$ cat config.mk
export PLATFORM = sky130hd
export DESIGN_NAME = operand_stack
export DESIGN_NICKNAME = d
export VERILOG_FILES = /design/src/rtl/operand_stack.sv
export SDC_FILE = /design/constraint.sdc
export NUM_CORES = 1
export LEC_CHECK = 0
export CORE_MARGIN = 2
export CORE_UTILIZATION = 50
export DETAILED_ROUTE_END_ITERATION = 8
export PLACE_DENSITY = 0.69
export RECOVER_POWER = 25
export SYNTH_ARGS = -nofsm -noshare
export SYNTH_HDL_FRONTEND = slang
export SYNTH_SLANG_ARGS = --single-unit
$ cat constraint.sdc
create_clock -name clk -period 5.4 [get_ports clk]
set_input_delay 0.81 -clock clk [delete_from_list [all_inputs] [get_ports clk]]
set_output_delay 0.81 -clock clk [all_outputs]
set_load 0.01 [all_outputs]
$ cat src/rtl/operand_stack.sv
`default_nettype none
// ============================================================================
//  Module      : operand_stack
//  Description : LIFO operand stack with push, pop and replace operations.
//                Exposes the top and second-from-top words combinationally
//                as ALU operands. Sticky overflow/underflow error flags.
//  Revision    : 1.0 - initial release
// ============================================================================
module operand_stack #(
    parameter int WIDTH = 8,
    parameter int DEPTH = 16
) (
    input  logic                           clk,
    input  logic                           reset,
    input  logic                           en,
    input  logic                           push,
    input  logic                           pop,
    input  logic [WIDTH-1:0]               data_in,
    input  logic                           clr_err,
    output logic [WIDTH-1:0]               data_out,
    output logic [WIDTH-1:0]               next_out,
    output logic [$clog2(DEPTH+1)-1:0]     count,
    output logic                           empty,
    output logic                           full,
    output logic                           overflow,
    output logic                           underflow
);

    localparam int AW = $clog2(DEPTH);
    localparam int CW = $clog2(DEPTH + 1);

    localparam logic [1:0] OP_IDLE    = 2'b00;
    localparam logic [1:0] OP_POP     = 2'b01;
    localparam logic [1:0] OP_PUSH    = 2'b10;
    localparam logic [1:0] OP_REPLACE = 2'b11;

    logic [WIDTH-1:0] mem_q [DEPTH];
    logic [CW-1:0]    sp_q, sp_d;
    logic             overflow_q, overflow_d;
    logic             underflow_q, underflow_d;

    logic [1:0]       w_op;
    logic             w_empty;
    logic             w_full;
    logic             w_wr_en;
    logic [AW-1:0]    w_wr_idx;
    logic [AW-1:0]    w_top_idx;
    logic [AW-1:0]    w_next_idx;

    // Decode occupancy and read indices from the stack pointer. Modular AW-bit
    // arithmetic gives the right index even when sp == DEPTH (low bits are 0).
    always_comb begin
        w_empty    = (sp_q == '0);
        w_full     = (sp_q == CW'(DEPTH));
        w_top_idx  = sp_q[AW-1:0] - AW'(1);
        w_next_idx = sp_q[AW-1:0] - AW'(2);
        w_op       = en ? {push, pop} : OP_IDLE;
    end

    // Next-state: pointer movement, memory write request and sticky errors.
    // clr_err clears first so that an error on the same edge wins.
    always_comb begin
        sp_d        = sp_q;
        overflow_d  = clr_err ? 1'b0 : overflow_q;
        underflow_d = clr_err ? 1'b0 : underflow_q;
        w_wr_en     = 1'b0;
        w_wr_idx    = sp_q[AW-1:0];
        case (w_op)
            OP_PUSH: begin
                if (w_full) begin
                    overflow_d = 1'b1;
                end else begin
                    w_wr_en = 1'b1;
                    sp_d    = sp_q + CW'(1);
                end
            end
            OP_POP: begin
                if (w_empty) begin
                    underflow_d = 1'b1;
                end else begin
                    sp_d = sp_q - CW'(1);
                end
            end
            OP_REPLACE: begin
                // An empty stack has nothing to replace, so this is a plain push.
                w_wr_en = 1'b1;
                if (w_empty) begin
                    sp_d = sp_q + CW'(1);
                end else begin
                    w_wr_idx = w_top_idx;
                end
            end
            default: begin
                sp_d = sp_q;
            end
        endcase
    end

    // Pointer and error flags; async active-low reset empties the stack.
    always_ff @(posedge clk or negedge reset) begin
        if (!reset) begin
            sp_q        <= '0;
            overflow_q  <= 1'b0;
            underflow_q <= 1'b0;
        end else begin
            sp_q        <= sp_d;
            overflow_q  <= overflow_d;
            underflow_q <= underflow_d;
        end
    end

    // Storage array; no reset needed since entries above sp are never shown.
    always_ff @(posedge clk) begin
        if (reset && w_wr_en) begin
            mem_q[w_wr_idx] <= data_in;
        end
    end

    // Operand outputs read straight from registered state, masked when invalid.
    always_comb begin
        data_out  = w_empty ? '0 : mem_q[w_top_idx];
        next_out  = (sp_q >= CW'(2)) ? mem_q[w_next_idx] : '0;
        count     = sp_q;
        empty     = w_empty;
        full      = w_full;
        overflow  = overflow_q;
        underflow = underflow_q;
    end

endmodule
`default_nettype wire

; Word level (Yosys, flattened, before mapping)
; Memory sizes are Yosys's and may differ from the RTL's.
; Cells that the tools add are included.
[word_totals]
mem_bits_ro = 0
regBits = 7
mem_count = 1
inputBits = 14
out_inout_bits = 25
wordCells = 39
ramBits = 128
latch_bits = 0
[classes]
shift = 0
reduce_logical = 4
bitwise = 0
n_mux = 19
n_addsub = 4
magnitude_cmp = 1
eq_ne = 7
div = 0
multipliers = 0
[memory_table]
columns = name, depth, word_bits, rd, rd_clocked_by_memory_dff, write_ports, line_no
row1 = mem_q, 16, 8, 2, 0, 1, 37  ; logic [WIDTH-1:0] mem_q [DEPTH];
[op_table]
columns = cell, count
row1 = 2-to-1 mux 8 bit, 2
row2 = 2-to-1 mux 5 bit, 3
row3 = case mux 5 bit (3 select lines), 1
row4 = 2-to-1 mux 1 bit, 9
row5 = 2-to-1 mux 4 bit, 2
row6 = "inequality test 2 bit, second input constant", 3
row7 = "adder 5 x 1 -> 5 bit, second input constant", 1
row8 = "== test 5 bit, second input constant", 1
row9 = ">= comparator 5 x 2 -> 1 bit, second input constant", 1
row10 = zero test 5 bit, 1
row11 = "subtractor 5 x 1 -> 5 bit, second input constant", 1
row12 = "== test 2 bit, second input constant", 2
row13 = AND reduction 4 bit, 1
row14 = "subtractor 4 x 1 -> 4 bit, second input constant", 1
row15 = "subtractor 4 x 2 -> 4 bit, second input constant", 1
row16 = nonzero test 3 bit, 1
row17 = "== test 2 x 1 -> 1 bit, second input constant", 1
row18 = 2-to-1 mux 2 bit, 1
row19 = case mux 1 bit (2 select lines), 1
row20 = logical AND 1 bit, 1

; Logic depth before layout (Yosys ltp)
[logic_depth]
depth_word = 6
depth_mapped = 10
ltp_nobuf = 7

; Worst setup path after synthesis
; No wires, ideal clock.
[synth_path]
path_kind = reg-to-output
startpoint = register sp_q[1] (netlist: count[1])
endpoint = output port data_out[6]
path_slack_ns = 2.132
path_buffers = 3
required_ns = 4.590
stages_incl_launch_ff = 9
arrival_time_ns = 2.458
cell_sequence = dfrtp_1 clkbuf_1 inv_1 ha_1 buf_4 buf_2 mux4_2 mux2i_1 o22ai_1
[synth_between]
elab_chain_len = 3
elab_cells_between_ends = 4
cone_classes = add/sub: 1 / mux: 1 / reduce/logical: 1 / memory: 1
[synth_lines]
columns = element, line_no
row1 = from (decl), 38  ; logic [CW-1:0] sp_q, sp_d;
row2 = from (signal assigned), 106  ; sp_q <= sp_d;
row3 = subtractor 4 x 1 -> 4 bit, 55  ; w_top_idx = sp_q[AW-1:0] - AW'(1);
row4 = memory read (16 x 8 bit), n/a
row5 = 2-to-1 mux 8 bit (*), 121  ; data_out = w_empty ? '0 : mem_q[w_top_idx];
row6 = to (decl), 20  ; output logic [WIDTH-1:0] data_out,
; Every way passes the cells marked *; elsewhere a longest branch is shown, timed or not.

; Worst setup path after layout
[layout_path]
startpoint = register sp_q[2] (netlist: count[2])
endpoint = output port next_out[3]
[layout_between]
elab_chain_len = 3
elab_cells_between_ends = 4
cone_classes = add/sub: 1 / order compare: 1 / mux: 1 / memory: 1
[layout_lines]
columns = element, line_no
row1 = subtractor 4 x 2 -> 4 bit, 56  ; w_next_idx = sp_q[AW-1:0] - AW'(2);
row2 = memory read (16 x 8 bit), n/a
row3 = 2-to-1 mux 8 bit (*), 122  ; next_out = (sp_q >= CW'(2)) ? mem_q[w_next_idx] : '0;
row4 = to (decl), 21  ; output logic [WIDTH-1:0] next_out,
; Marks and branches as above.

==> summary.md <==
| Metric | Value |
|---|---|
| Crit path kind | `flop to primary output` |
| Post-CTS Resized | `0` |
| Num rows | `42` |
| GR Util met1 | `34.6%` |
| Yosys warns | `0` |
| Critical hold path startpoint | `underflow` |
| Storage cell area | `0.00402 mm^2` |
| Layout cells sized above 1 | `27.1%` |
| Slowest cell on crit path | `ha_1` |
| Lkg Pwr | `2.79 nW` |
| Hold Vio Cnt, Final | `0` |
| Max Slew Vio Count | `0` |
| First-pass GRT wire length | `24900 um` |
| Final HPWL DP | `10300 um` |
| Met3 GRT Util | `6.63%` |
| Area occupied by multi-input gates | `0.00263 mm^2` |
| Worst VDD drop | `0.283 mV` |
| Commonest non-fill, non-tap cell in the layout | `edfxtp_1` |
| Part of the Yosys area used for sequential elements | `58.8%` |
| Status | `complete, no violations` |
| Worst Path Required | `4.59 ns` |
| CP startpoint kind | `flop` |
| Final setup viols | `0` |
| Height of the die | `121 um` |
| Largest net degree at the start of global routing | `67` |
| Synthesized Nets | `428` |
| Min Tclk post-route | `4.44 ns` |
| Worst setup path start | `count[2]` |
| Die area | `0.0146 mm^2` |
| DRT antenna net count | `0` |
| Buffers added on ports | `38` |
| Final Wtd Congestion | `0.806` |
| Clock skew | `0.00603 ns` |
| CP Cell Sequence | `inv_1 -> ha_1 -> mux2i_1 -> o22ai_1 -> clkdlybuf4s50_1` |
| DR iter-0 viols | `334` |
| Setup_tns | `0 ns` |
| Ys flop type | `edfxtp_1` |
| PwrDens | `650 mW/mm^2` |
| Fill cells | `987` |
| Hold Path Stages | `2` |
| Clock buffer depth | `2` |
| Post-CTS setup buffer count | `0` |
| Dpl cell area | `0.00744 mm^2` |
| Most frequent cells in the layout | `128 x edfxtp_1, 56 x mux4_2, 38 x mux2i_1` |
| MaxCap Viol Count | `0` |
| Slew headroom | `18.9%` |
| Core area | `0.0133 mm^2` |
| Drt drc | `0` |
| M2 GR Usage | `35.0%` |
| CTS H-tree depth | `4` |
| Worst-Margin Slew | `1.22 ns` |
| Finished Core Util | `60.7%` |
| Placed cells | `613` |
| Max stage delay on crit path | `1.13 ns` |
| Reg-to-reg setup timing slack | `1.89 ns` |
| Max FO, Critical Path | `16` |
| Layout Nets | `479` |
| Hold WC Path Type | `flop to flop` |
| RSZ-0062 raised after global routing | `no` |
| Highest clock rate | `225 MHz` |
| #FFs+latches synth | `135` |
| Grt total ovfl | `0` |
| Average vias per placed instance | `6.33` |
| Post-Route WL | `15900 um` |
| Vias in the first global route | `4191` |
| Routed wire per std cell | `24.7 um` |
| CTS tree | `yes` |
| EDFF count, synth | `128` |
| Io pins | `39` |
| Clock Sinks | `135` |
| Syn Std Cell Area | `0.00684 mm^2` |
| Initial Util | `51.4%` |
| Crit share post-route | `82.2%` |
| Final Instance Area | `0.00807 mm^2` |
| Pre-antenna DRT Iters | `4` |
| GRT Max-Usage Layer | `met2` |
| Worst reg2reg path endpoint | `mem_q[14][1]` |
| Total number of vias | `4080` |
| R2R cell count | `7` |
| Tot Pwr | `5.25 mW` |
| Crit. End Element | `primary output` |
| Initial antenna violation count | `0` |
| Worst path top cell family by delay | `adder cells` |
| Root buf cell | `clkbuf_16` |
| Overall Global Routing Usage | `23.6%` |
| Synth cell types | `54` |
| Gate Count Post-Synth | `405` |
| Finished Layout Cells | `645` |
| Reg clk slew, reported paths | `0.06 ns` |
| Post-synth ARST share | `5.19%` |
| TritonCTS buffer count | `17` |
| Worst path buffer plus inverter count | `2` |
| Clk Latency, worst-skew pair | `0.42 ns` |
| Reg2reg start | `count[0]` |
| ANT cells | `0` |
| Data arrival, critical path | `3.63 ns` |
| # hold bufs at CTS | `0` |
| Avg Inst Size Synth | `16.9 um^2` |
| Die Width | `121 um` |
| Synth-to-Final Area Change | `18.0%` |
| Hold EP | `underflow` |
-- layout make-up --
class,instances,area share (%)
clock inverter,13,2.39
tap,176,2.73
inverter,6,0.372
clock buffer,19,5.37
sequential,135,49.9
timing repair buffer,59,6.67
multi-input combinational,237,32.6
-- metrics by stage --
stage | hold WS [ns] | worst slack [ns]
6_report | 0.547 | 0.963
3_5_place_dp | 0.538 | 1.41
5_1_grt | 0.583 | 0.723
4_1_cts | 0.555 | 0.954
3_3_place_gp | 0.519 | 1.45
2_1_floorplan | 0.514 | 2.13
-- cell usage after synthesis, drive strengths merged (2+ instances only) --
| cell | instances | share of area (%) |
|---|---|---|
| nor3 | 20 | 1.5 |
| and3 | 2 | 0.20 |
| a21bo | 2 | 0.29 |
| xor2 | 2 | 0.26 |
| a21o | 3 | 0.33 |
| and2 | 5 | 0.48 |
| ha | 8 | 1.5 |
| mux4 | 56 | 18 |
| nand2 | 25 | 1.4 |
| xnor2 | 5 | 0.64 |
| dfrtp | 7 | 2.6 |
| buf | 19 | 1.9 |
| edfxtp | 128 | 56 |
| nor2b | 3 | 0.27 |
| nor3b | 2 | 0.22 |
| mux2 | 3 | 0.49 |
| inv | 6 | 0.44 |
| nand3 | 13 | 1.1 |
| o22ai | 13 | 1.2 |
| nor2 | 4 | 0.22 |
| clkbuf | 8 | 0.44 |
| a41o | 4 | 0.59 |
| o21ai | 2 | 0.20 |
| mux2i | 38 | 5.6 |
| a22oi | 6 | 0.81 |
| a21oi | 5 | 0.42 |
-- logic make-up after synthesis --
family,after synthesis,synth area share (%)
AOI/OAI and AO/OA,42,4.81
xor gates and xnor gates,7,0.897
adders and majority gates,9,1.76
buffers and inverters,33,2.80
DFF,135,58.8
muxes,97,24.5
and+or+nand+nor,82,6.43
-- sequential cells by signal (all words and copies together), names as in the netlist --
signal / flops
overflow: 1
mem_q: 128
underflow: 1
count: 5
-- power breakdown --
part           total, mW  switching [mW]  leakage [nW]  internal [mW]
sequential          1.24          0.0480          1.24           1.20
clock               1.22           0.445         0.299          0.780
combinational       2.78            1.42          1.25           1.35
-- worst register-to-register path, delay by kind of cell (launching register included) --
kind / cells / cell delay (ns)
adders and majority gates: 1 / 0.56
and+or+nand+nor: 2 / 1.14
AOI/OAI and AO/OA: 1 / 0.16
buffers and inverters: 3 / 0.88
DFF: 1 / 0.46
-- routing by layer --
metal | up-vias | routed length, um
met3 | 16 | 1400
met2 | 198 | 7470
met4 | 0 | 193
met5 | - | 0
met1 | 2095 | 6870
li1 | 1771 | -
-- worst max-delay path by stage --
stage	to	slack [ns]	cells past startpoint
2_1_floorplan	data_out[6]	2.13	8
3_3_place_gp	data_out[0]	1.45	7
3_5_place_dp	data_out[6]	1.41	7
4_1_cts	data_out[6]	0.95	7
5_1_grt	data_out[2]	0.72	7
6_report	next_out[3]	0.96	5
Power figures use the tool's default switching activity.
